<file path="config.mk">
export PLATFORM = sky130hd
export DESIGN_NAME = constraint_sampler_flat
export DESIGN_NICKNAME = d
export VERILOG_FILES = /design/src/rtl/sampler_pkg.sv /design/src/rtl/constraint_sampler_if.sv /design/src/rtl/sampler_lfsr.sv /design/src/rtl/constraint_sampler.sv /design/src/flat_wrapper.sv
export SDC_FILE = /design/constraint.sdc
export NUM_CORES = 1
export LEC_CHECK = 0
export ABC_AREA = 1
export CORE_MARGIN = 2
export CORE_UTILIZATION = 31
export DETAILED_ROUTE_END_ITERATION = 6
export GPL_TIMING_DRIVEN = 0
export HOLD_SLACK_MARGIN = 0.1
export SYNTH_ARGS = -nofsm -noshare
export SYNTH_HDL_FRONTEND = slang
export SYNTH_HIERARCHICAL = 1
export SYNTH_SLANG_ARGS = --single-unit
export TNS_END_PERCENT = 50
</file>
<file path="constraint.sdc">
create_clock -name clk -period 1.7 [get_ports clk]
set_input_delay 0.255 -clock clk [delete_from_list [all_inputs] [get_ports clk]]
set_output_delay 0.255 -clock clk [all_outputs]
set_load 0.05 [all_outputs]
</file>
<file path="src/rtl/sampler_pkg.sv">
// sampler_pkg: shared types and constants for the constraint sampler.
//   state_t      - sampler FSM state encoding
//   DEFAULT_TAPS - default Galois LFSR feedback mask (64-bit)
package sampler_pkg;

  typedef enum logic [2:0] {
    IDLE = 3'd0,
    STEP = 3'd1,
    EVAL = 3'd2,
    EMIT = 3'd3,
    FIN  = 3'd4
  } state_t;

  localparam logic [63:0] DEFAULT_TAPS = 64'hD800_0000_0000_0001;

endpackage

</file>
<file path="src/rtl/constraint_sampler_if.sv">
// constraint_sampler_if: accepted-sample stream (valid/ready).
//   out_valid - sample present
//   out_data  - sample value, held while out_valid && !out_ready
//   out_ready - consumer accepts on out_valid && out_ready
//   master: sampler side, slave: consumer side
interface constraint_sampler_if #(
  parameter int CAND_W = 64
);
  logic              out_valid;
  logic [CAND_W-1:0] out_data;
  logic              out_ready;

  modport master (output out_valid, output out_data, input out_ready);
  modport slave  (input out_valid, input out_data, output out_ready);
endinterface

</file>
<file path="src/rtl/sampler_lfsr.sv">
// sampler_lfsr: Galois LFSR candidate generator.
//   clk, rst - clock, synchronous active-high reset (state -> all-ones)
//   load     - load seed (a zero seed is replaced by all-ones, the
//              all-zero state being a lock-up state)
//   step     - advance one Galois step: shift right, XOR TAPS if old LSB was 1
//   seed     - load value
//   state    - current LFSR state
module sampler_lfsr
  import sampler_pkg::*;
#(
  parameter int                CAND_W = 64,
  parameter logic [CAND_W-1:0] TAPS   = CAND_W'(DEFAULT_TAPS)
) (
  input  logic              clk,
  input  logic              rst,
  input  logic              load,
  input  logic              step,
  input  logic [CAND_W-1:0] seed,
  output logic [CAND_W-1:0] state
);

  logic [CAND_W-1:0] nxt;

  always_comb nxt = (state >> 1) ^ (state[0] ? TAPS : '0);

  always_ff @(posedge clk) begin
    if (rst)       state <= '1;
    else if (load) state <= (seed == '0) ? '1 : seed;
    else if (step) state <= nxt;
  end

endmodule

</file>
<file path="src/rtl/constraint_sampler.sv">
// constraint_sampler: rejection sampler driving an external combinational
// constraint checker with successive LFSR states, emitting those it accepts.
//   clk, rst            - clock, synchronous active-high reset
//   start, seed,
//   num_samples         - run request (only honoured in IDLE)
//   cand / sat          - candidate to the checker / checker verdict
//   smp (master)        - accepted-sample stream out_valid/out_data/out_ready
//   busy, done, fail    - not-idle level, run complete pulse, try-limit abort pulse
//   total_tries         - (SAMPLER_STATS_EN only) saturating count of EVAL cycles
// Build option: define SAMPLER_STATS_EN to add the total_tries counter/port.
module constraint_sampler
  import sampler_pkg::*;
#(
  parameter int                CAND_W    = 64,
  parameter logic [CAND_W-1:0] TAPS      = CAND_W'(DEFAULT_TAPS),
  parameter int                CNT_W     = 16,
  parameter int                MAX_TRIES = 1024
) (
  input  logic                 clk,
  input  logic                 rst,
  input  logic                 start,
  input  logic [CAND_W-1:0]    seed,
  input  logic [CNT_W-1:0]     num_samples,
  output logic [CAND_W-1:0]    cand,
  input  logic                 sat,
  constraint_sampler_if.master smp,
  output logic                 busy,
  output logic                 done,
`ifdef SAMPLER_STATS_EN
  output logic                 fail,
  output logic [31:0]          total_tries
`else
  output logic                 fail
`endif
);

  localparam logic [CNT_W-1:0] TRY_LAST = CNT_W'(MAX_TRIES - 1);

  state_t            state, nxt_state;
  logic [CNT_W-1:0]  remaining;
  logic [CNT_W-1:0]  tries;
  logic [CAND_W-1:0] lfsr_state;
  logic              cand_vld;
  logic              accept;
  logic              try_out;

  assign accept  = (state == IDLE) && start;
  assign try_out = !sat && (tries == TRY_LAST);

  sampler_lfsr #(.CAND_W(CAND_W), .TAPS(TAPS)) u_lfsr (
    .clk   (clk),
    .rst   (rst),
    .load  (accept),
    .step  (state == STEP),
    .seed  (seed),
    .state (lfsr_state)
  );

  // The LFSR register advances on the STEP edge, so its output is already the
  // new candidate for the whole EVAL cycle. cand_vld only forces cand to zero
  // out of reset, before the first step (the LFSR itself resets to all-ones).
  assign cand = lfsr_state & {CAND_W{cand_vld}};
  assign smp.out_data = cand;

  // state register
  always_ff @(posedge clk) begin
    if (rst) state <= IDLE;
    else     state <= nxt_state;
  end

  // next-state logic
  always_comb begin
    nxt_state = state;
    case (state)
      IDLE: if (start) nxt_state = (num_samples == '0) ? FIN : STEP;
      STEP: nxt_state = EVAL;
      EVAL: begin
        if (sat)          nxt_state = EMIT;
        else if (try_out) nxt_state = IDLE;
        else              nxt_state = STEP;
      end
      EMIT: if (smp.out_ready) nxt_state = (remaining == CNT_W'(1)) ? FIN : STEP;
      FIN:  nxt_state = IDLE;
      default: nxt_state = IDLE;
    endcase
  end

  // outputs
  always_comb begin
    busy          = (state != IDLE);
    smp.out_valid = (state == EMIT);
    done          = (state == FIN);
    fail          = (state == EVAL) && try_out;
  end

  // counters and candidate-valid flag
  always_ff @(posedge clk) begin
    if (rst) begin
      remaining <= '0;
      tries     <= '0;
      cand_vld  <= 1'b0;
    end else begin
      if (accept) begin
        remaining <= num_samples;
        tries     <= '0;
      end
      if (state == STEP) cand_vld <= 1'b1;
      if (state == EVAL) tries <= (sat || try_out) ? '0 : tries + CNT_W'(1);
      if (state == EMIT && smp.out_ready) remaining <= remaining - CNT_W'(1);
    end
  end

`ifdef SAMPLER_STATS_EN
  // Lifetime count of checker evaluations; survives start, saturates.
  always_ff @(posedge clk) begin
    if (rst)                                    total_tries <= '0;
    else if (state == EVAL && total_tries != '1) total_tries <= total_tries + 32'd1;
  end
`endif

endmodule
</file>
<file path="src/flat_wrapper.sv">
// flat-port wrapper written by rule: the top's interface ports become plain ports
module constraint_sampler_flat import sampler_pkg::*;
#(
  parameter int                CAND_W    = 64,
  parameter logic [CAND_W-1:0] TAPS      = CAND_W'(DEFAULT_TAPS),
  parameter int                CNT_W     = 16,
  parameter int                MAX_TRIES = 1024
)
  (clk, rst, start, seed, num_samples, cand, sat, busy, done, fail, smp_out_valid, smp_out_data, smp_out_ready);
  constraint_sampler_if #(.CAND_W(CAND_W)) smp_i ();
  input  logic clk;
  input  logic rst;
  input  logic start;
  input  logic [CAND_W-1:0] seed;
  input  logic [CNT_W-1:0] num_samples;
  output logic [CAND_W-1:0] cand;
  input  logic sat;
  output logic busy;
  output logic done;
  output logic fail;
  output wire logic [$bits(smp_i.out_valid)-1:0] smp_out_valid;
  output wire logic [$bits(smp_i.out_data)-1:0] smp_out_data;
  input wire logic [$bits(smp_i.out_ready)-1:0] smp_out_ready;
  assign smp_out_valid = smp_i.out_valid;
  assign smp_out_data = smp_i.out_data;
  assign smp_i.out_ready = smp_out_ready;
  constraint_sampler #(.CAND_W(CAND_W), .TAPS(TAPS), .CNT_W(CNT_W), .MAX_TRIES(MAX_TRIES)) u_core (.clk(clk), .rst(rst), .start(start), .seed(seed), .num_samples(num_samples), .cand(cand), .sat(sat), .smp(smp_i), .busy(busy), .done(done), .fail(fail));
endmodule
</file>
# Word-level counts from Yosys, hierarchy flattened
# Index checks and enable logic that the tools add are counted.
op_classes:
  addsub: 2
  n_eq_ne: 8
  muxes: 16
  bitwise: 2
  n_reduce_logical: 14
ops:
  columns: ["operator", "count"]
  rows:
  - ["2-to-1 mux 64 bit", 4]
  - ["2-to-1 mux 16 bit", 5]
  - ["bitwise AND 64 bit", 1]
  - ["zero test 64 bit", 1]
  - ["XOR 63 x 64 -> 64 bit", 1]
  - ["adder 16 x 1 -> 16 bit, second input constant", 1]
  - ["equality test 16 x 1 -> 1 bit, second input constant", 1]
  - ["equality test 16 x 10 -> 1 bit, second input constant", 1]
  - ["zero test 16 bit", 1]
  - ["subtractor 16 x 1 -> 16 bit, second input constant", 1]
  - ["2-to-1 mux 3 bit", 5]
  - ["case mux 3 bit (4 select lines)", 1]
  - ["equality test 3 x 2 -> 1 bit, second input constant", 2]
  - ["nonzero test 2 bit", 3]
  - ["logical AND 1 bit", 4]
  - ["equality test 3 x 1 -> 1 bit, second input constant", 1]
  - ["equality test 3 bit, second input constant", 1]
  - ["zero test 3 bit", 1]
  - ["nonzero test 3 bit", 1]
  - ["inequality test 2 x 1 -> 1 bit, second input constant", 1]
  - ["inequality test 2 bit, second input constant", 1]
  - ["AND reduction 2 bit", 1]
  - ["zero test 1 bit", 1]
  - ["logical OR 1 bit", 1]
  - ["2-to-1 mux 1 bit", 1]
totals:
  regBits: 100
  input_bits: 85
  output_inout_bits: 132
  wordCells: 47

# Logic depth before layout (Yosys ltp)
# Gate-level depths: netlist of run 1.
depth:
  word_depth: 5
  depth_mapped: 12
  depth_no_buf: 10

# Hierarchy
# Netlist of run 1, hierarchy kept.
modules_own_cells:
  columns: ["mod", "n_inst", "cells_per_inst", "area_each_um2", "seq_area_each_um2"]
  rows:
  - ["sampler_lfsr", 1, 619, 3587.2, 1281.2]
  - ["constraint_sampler", 1, 562, 3309.4, 720.7]

# Worst setup path after synthesis of run 1
# Ideal clock, no wire load.
synth_timing:
  path_kind: "register to output"
  from: "register u_core.tries[0]"
  to: "output fail"
  arrival_time_ns: 2.395
  required_ns: 1.445
  slack_ns: -0.950
  stages_incl_launch_ff: 6
  path_buffers: 0
  path_cell_list: "dfxtp_1 ha_1 nand3_2 nor2_4 nand2_1 nor4_1"
synth_between:
  elab_chain_len: 3
synth_lines:
  columns: ["item", "line", "rtl"]
  rows:
  - ["start: declaration", "constraint_sampler.sv:41", "logic [CNT_W-1:0] tries;"]
  - ["start signal: assignment", "constraint_sampler.sv:108", "if (state == EVAL) tries <= (sat || try_out) ? '0 : tries + CNT_W'(1);"]
  - ["equality test 16 x 10 -> 1 bit", "constraint_sampler.sv:48", "assign try_out = !sat && (tries == TRY_LAST);"]
  - ["logical AND 1 bit", "constraint_sampler.sv:48", null]
  - ["logical AND 1 bit", "constraint_sampler.sv:93", "fail = (state == EVAL) && try_out;"]
  - ["end: declaration", "flat_wrapper.sv:20", "output logic fail;"]
# No other way between the ends.

# Worst setup path in the final report of run 1
# Ends and elaborated chain as after synthesis.

==> reports/metrics.cfg, run 1 <==
[yosys]
synthCells=1181
yosysWarnings=6
avgSynthCellArea_um2=5.840
synth_largest_area_cell=dfxtp_1
syn-num-nets=1269
synth_cell_types=43
yosys-top-cells-area=dfxtp_1, nand2_1, nor2_1
synth-seq-cells=100
netlist_area_um2=6897
async_flop_share_pct=0
synth_top_area_share_pct=29.03
synth-seq-area-share_pct=29.03
ys.flop_type=dfxtp_1
synth-edff-count=0

[power_and_ir_drop]
irDropWorstVdd_mv=0.6440
powerDensity_nw_per_um2=1256
power_w=0.01400
p_leak_nw=5.317

[die]
core-area_um2=21820
fp.dieH_um=153.2
num_rows=54
die_width_um=153.2
ios=217
start_util_pct=31.60
die-area_um2=23460

[worst_setup_path]
timing.rr.end=u_core/u_lfsr/state[49]
critPathCaptureType=output pin
path_max_fanout=3
crit_path_start_kind=flop
required_ps=1440
r2r_cells=10
setup.worst_path.start=u_core/tries[0]
worst_ep_arrival_time_ps=1510
r2r_start=u_core/state[0]
reg2reg_slack_ps=-10
criticalPathCategory=reg2out
worstSetupEndpoint=fail

[drt]
drt-initial-drc-count=434
wl_per_cell_um=13.53
dr_total_vias=7771
routed_wl_um=23280
ant_nets=0
drcViolationCount=0
dr.pass1.iters=5
viasPerCell=4.515

[timing]
tns_ps=-256.3
holdWs_ps=356.4
setup_viol=12
finalWorstSetupSlack_ps=-63.25
final_max_slew_viol_count=0
slew_headroom_pct=46.46
rsz0062_at_grt=true
worstMarginPinSlew_ps=803.1
max_freq_ghz=0.5671
finalCritPeriodShare_pct=103.7
hold_viol_final=0
min_period_ps=1763
clock_skew_ps=7.985

[clocking]
cts_tree=done
worstSkewPairLatency_ps=350
cts_inserted_buffers=9
cts_buffer_depth=2
clock-root-buffer=clkbuf_16
cts.sinks=100
htreeDepth=3
path_clk_slew_ps=70

[min_path]
min-delay-start=rst
hp-class=in2reg

[grt]
antenna_found_initial=1
grt_pass1_vias=7175
grt_overflow_total=0
grt_pass1_wl_um=36200
grt_max_degree=18
track_usage_pct=18.66

[finish]
area_delta_synth_final_pct=61.57
postLayoutCellArea_um2=11140
final_cell_mix=nand2_1, nor2_1, buf_4
final_nets=1523
final_core_util_pct=51.06
final_common_cell=nand2_1
drive_gt1_share_pct=33.06

[placed_design]
hpwl_um=16890
placed_area_um2=9737
gp_congestion=0.8402
io_buffers=215

[flow_run]
cap_violations=0

[outcome]
outcome=finished with violations
violations=setup timing

[cell families after synthesis]
kind of cell | synth area share (%)
compound gates | 9.489
flops | 29.03
fa+ha+maj | 0.5443
buf+inv | 18.32
simple gates | 41.35
xor+xnor | 1.270
[report_power, final]
group          switching, W  total (W)  leakage (nW)  internal (W)
clock network      0.000931    0.00213         0.147       0.00120
registers          0.000522    0.00331         0.830       0.00279
logic               0.00498    0.00856          4.34       0.00358
total               0.00643     0.0140          5.32       0.00757
[synth_stat cells (3+ instances only)]
cell / count
a21oi_1: 86
a31oi_1: 3
buf_1: 9
buf_2: 12
buf_4: 69
buf_6: 11
clkbuf_1: 18
dfxtp_1: 100
ha_1: 3
inv_1: 109
inv_2: 4
nand2_1: 380
nand3_1: 29
nor2_1: 274
nor2_2: 6
nor3_1: 6
o21ai_0: 10
o21ai_1: 5
o22ai_1: 6
xnor2_1: 7
xor2_1: 3
[stage by stage]
step	std cells	setup slack (ps)
2_1_floorplan	1181	-82.29
3_3_place_gp	1676	-1111
3_5_place_dp	1676	-1130
4_1_cts	1699	-105.4
5_1_grt	1721	-158.8
6_report	1721	-63.25
[worst min path at each step]
stage                      endpoint  slack [ps]  depth (start not counted)
6_report           u_core/tries[13]         360                          2
5_1_grt            u_core/tries[13]         400                          2
4_1_cts            u_core/tries[13]         350                          2
3_5_place_dp   u_core/remaining[14]         480                          2
3_3_place_gp   u_core/remaining[14]         470                          2
2_1_floorplan  u_core/remaining[10]         420                          2
[state kept, by name (all words and copies together) (netlist names)]
signal	cells
u_core/remaining	16
u_core/cand_vld	1
u_core/state	3
u_core/u_lfsr/state	64
u_core/tries	16
[per-layer routing]
| layer | share of wire [%] | global-route usage [%] | up-vias | wire length, um |
|---|---|---|---|---|
| met4 | 0.73 | 3.968 | 0 | 171 |
| met5 | 0 | 0 | - | 0 |
| li1 | - | - | 4052 | - |
| met3 | 4.7 | 2.240 | 11 | 1089 |
| met2 | 50 | 32.04 | 198 | 11540 |
| met1 | 45 | 25.18 | 3510 | 10480 |
[worst max-delay path, stage by stage (launching register included)]
cell and delay (ps):
dfxtp_2 360, ha_4 160, nand3_4 90, nor2_4 130, nand2_2 90, nor4_4 150
buf_6 190
[what timing repair did]
action,CTS,global route
hold buffers,0,0
endpoints found under the setup margin,196,149
setup buffers,5,11
resized for setup,882,213
gates cloned,3,14
pin swaps,4,23
[layout make-up]
type | instances | area [um2]
Inverter | 114 | 452.9
Clock buffer | 14 | 294.0
Timing Repair Buffer | 247 | 2659
Tap cell | 280 | 350.3
Sequential cell | 100 | 2024
Clock inverter | 2 | 15.01
Fill cell | 2170 | 10680
Antenna cell | 1 | 2.502
Multi-Input combinational cell | 847 | 4202
Buffer | 116 | 1144
(Power assumes the default switching activity.)
==> inputs of run 2 (changes only) <==
--- a/config.mk
+++ b/config.mk
@@ -9,6 +9,7 @@
 export CORE_MARGIN = 2
 export CORE_UTILIZATION = 31
 export DETAILED_ROUTE_END_ITERATION = 6
+export GPL_ROUTABILITY_DRIVEN = 0
 export GPL_TIMING_DRIVEN = 0
 export HOLD_SLACK_MARGIN = 0.1
 export SYNTH_ARGS = -nofsm -noshare
==> results of run 2 <==
No change in the layout: final DEF, timing and power equal those of run 1.
==> inputs of run 3 (changes only) <==
--- a/config.mk
+++ b/config.mk
@@ -6,12 +6,14 @@
 export NUM_CORES = 1
 export LEC_CHECK = 0
 export ABC_AREA = 1
+export CORE_ASPECT_RATIO = 1.2
 export CORE_MARGIN = 2
 export CORE_UTILIZATION = 31
 export DETAILED_ROUTE_END_ITERATION = 6
 export GPL_ROUTABILITY_DRIVEN = 0
 export GPL_TIMING_DRIVEN = 0
 export HOLD_SLACK_MARGIN = 0.1
+export REMOVE_ABC_BUFFERS = 1
 export SYNTH_ARGS = -nofsm -noshare
 export SYNTH_HDL_FRONTEND = slang
 export SYNTH_HIERARCHICAL = 1
==> run 3 against run 2 <==
Effect of this change: combinational power down 9.1%; sequential power is 3% lower; the run ends with DRC, setup timing left; sequential share of layout area is 1.4 points higher.
==> reports/metrics.cfg, run 3 (synthesized netlist as in run 1, its figures left out) <==
[outcome]
outcome=finished with violations
violations=DRC, setup timing

[worst_setup_path]
setup.worst_path.start=u_core/state[0]
criticalPathCategory=reg2reg
crit_path_start_kind=flop
timing.rr.end=u_core/u_lfsr/state[9]
required_ps=1940  ; +500 ps
path_max_fanout=9  ; +6
critPathCaptureType=flop
worst_ep_arrival_time_ps=2020  ; +510 ps
r2r_start=u_core/state[0]
r2r_cells=12  ; +2
reg2reg_slack_ps=-80  ; -70 ps

[min_path]
min-delay-start=rst
hold_end=u_core/remaining[1]
hold_path_depth=2  ; unchanged
hp-class=in2reg

[placed_design]
placed_cells=1554  ; -7.3%
pre_cts_ws_ps=-1590  ; -459.7 ps
io_buffers=216  ; +0.47%
hpwl_um=13390  ; -21%

[timing]
clock_skew_ps=11.74  ; +3.751 ps
max_freq_ghz=0.5633  ; -0.68%
tns_ps=-481.3  ; -225.0 ps
finalWorstSetupSlack_ps=-75.37  ; -12.12 ps
finalCritPeriodShare_pct=104.4  ; +0.71 points
rsz0062_at_grt=true
min_period_ps=1775  ; +12.12 ps
holdWs_ps=308.7  ; -47.72 ps
worstMarginPinSlew_ps=413.9  ; -389.2 ps
hold_viol_final=0  ; unchanged
setup_viol=22  ; +10
final_max_slew_viol_count=0  ; unchanged
slew_headroom_pct=72.40  ; +26 points

[grt]
grt_max_degree=69  ; +51
grt_pass1_wl_um=34860  ; -3.7%
grt_overflow_total=0  ; unchanged
track_usage_pct=18.22  ; -0.44 points
grt_pass1_vias=6959  ; -3.0%
antenna_found_initial=2  ; +1

[power_and_ir_drop]
p_leak_nw=4.859  ; -8.6%
p_seq_share_pct=24.1  ; +0.4 points
swShare_pct=47.96  ; +2.0 points
clock_power_share_pct=17.4  ; +2.2 points
powerDensity_nw_per_um2=1291  ; +2.8%
combPwrFrac_pct=58.5  ; -2.6 points
p_int_w=0.006926  ; -8.5%
p_sw_w=0.006384  ; -0.72%
irDropWorstVdd_mv=0.6591  ; +2.3%

[clocking]
cts.sinks=100  ; unchanged
cts_tree=done
ctsHoldBuffers=0  ; unchanged
path_clk_slew_ps=70  ; about the same
cts_inserted_buffers=9  ; unchanged
worstSkewPairLatency_ps=360  ; about the same
cts_buffer_depth=2  ; unchanged
clock-root-buffer=clkbuf_16
htreeDepth=3  ; unchanged

[drt]
dr_total_vias=7746  ; -0.32%
wl_per_cell_um=15.17  ; +12%
drt-initial-drc-count=575  ; +32%
routed_wl_um=25020  ; +7.5%
ant_nets=0  ; unchanged
viasPerCell=4.697  ; +4.0%
dr.pass1.iters=7  ; +2
drcViolationCount=13  ; +13

[finish]
fillCellCount=2289  ; +5.5%
regMostFlops=u_core/u_lfsr/state
final_core_util_pct=47.36  ; -3.7 points
largest_reg_flops=64  ; unchanged
area_delta_synth_final_pct=49.55
fin_cells=1649  ; -4.2%
seq_area_um2=2023  ; about the same
drive_gt1_share_pct=26.80  ; -6.3 points
final_nets=1456  ; -4.4%
final_common_cell=nand2_1
final_cell_mix=nand2_1, nor2_1, dfxtp_1
top_regs=u_core/u_lfsr/state (64), u_core/remaining (16), u_core/tries (16)
multiInputGateArea_um2=4154  ; -1.1%

[die]
die_width_um=140.2  ; -8.5%
num_rows=59  ; +9.3%
start_util_pct=31.67  ; +0.067 points
die-area_um2=23460  ; about the same
ios=217  ; unchanged
core-area_um2=21780  ; -0.21%
fp.dieH_um=167.4  ; +9.3%

[flow_run]
cap_violations=0  ; unchanged

[run 3: cell types whose count changed in the layout (fill, tap and decap cells not counted), moves of 14 or more]
| cell | delta |
|---|---|
| nor2_2 | +18 |
| buf_8 | -38 |
| nand2_1 | +27 |
| buf_4 | -55 |
| clkbuf_16 | -14 |
| a21oi_2 | -37 |
| nor2_4 | +22 |
| clkbuf_4 | +25 |
| nor2_1 | -35 |
| nand2_2 | -21 |
| a21oi_1 | +44 |
[run 3: stage by stage]
stage,power [W],instance area [um2]
after floorplan,0.007457,6063
after global placement,0.009514,8568
after detailed placement,0.009536,8655
after CTS,0.01187,8964
after global routing,0.01405,10310
final,0.01331,10310
[run 3: layout make-up]
class / instances / area share (%)
flip-flops and latches: 100 / 19.62
repair inverters: 6 / 1.237
diodes: 2 / 0.04853
multi-input cells: 854 / 40.28
well taps: 274 / 3.324
clock buffers: 10 / 2.317
clock inverters: 6 / 0.8492
repair buffers: 283 / 27.78
inverters: 114 / 4.549
[run 3: critical path: stages, from the launching register on]
cell and delay (ps):
dfxtp_4 350, nor2_4 140, buf_6 130, nand2_8 60, nor2_8 140, buf_12 130, buf_16 130, buf_16 170
clkinv_16 100, nor2_2 80, nand2_1 70, nand2_1 80, nand2_1 60
[run 3: worst max-delay path by stage]
stage | endpoint | slack, ps | depth (start not counted)
finish | u_core/u_lfsr/state[9] | -80 | 12
global route | fail | -150 | 7
CTS | fail | -150 | 6
detailed placement | u_core/u_lfsr/state[48] | -1590 | 8
global placement | u_core/tries[7] | -2990 | 4
floorplan | u_core/u_lfsr/state[10] | -1040 | 7
[run 3: routing by layer]
| layer | part of all wire, % | vias up | routed length, um | global-route usage, % |
|---|---|---|---|---|
| li1 | - | 3912 | - | - |
| met1 | 44 | 3567 | 10970 | 22.79 |
| met2 | 49 | 249 | 12280 | 32.10 |
| met3 | 5.7 | 18 | 1415 | 2.831 |
| met4 | 1.4 | 0 | 348 | 5.665 |
| met5 | 0 | - | 0 | 0 |
[run 3: what timing repair did]
action / 4_1_cts / 5_1_grt
gates cloned: 7 / 13
gates resized for setup: 651 / 404
setup buffers: 16 / 41
setup endpoints to repair: 228 / 215
pin swaps: 7 / 21
[run 3: power by group through the flow]
stage	clock network (W)	logic [W]	registers (W)
2_1_floorplan	0	0.00430	0.00316
3_3_place_gp	0	0.00623	0.00329
3_5_place_dp	0	0.00630	0.00323
4_1_cts	0.00236	0.00633	0.00318
5_1_grt	0.00246	0.00830	0.00328
6_report	0.00231	0.00778	0.00321
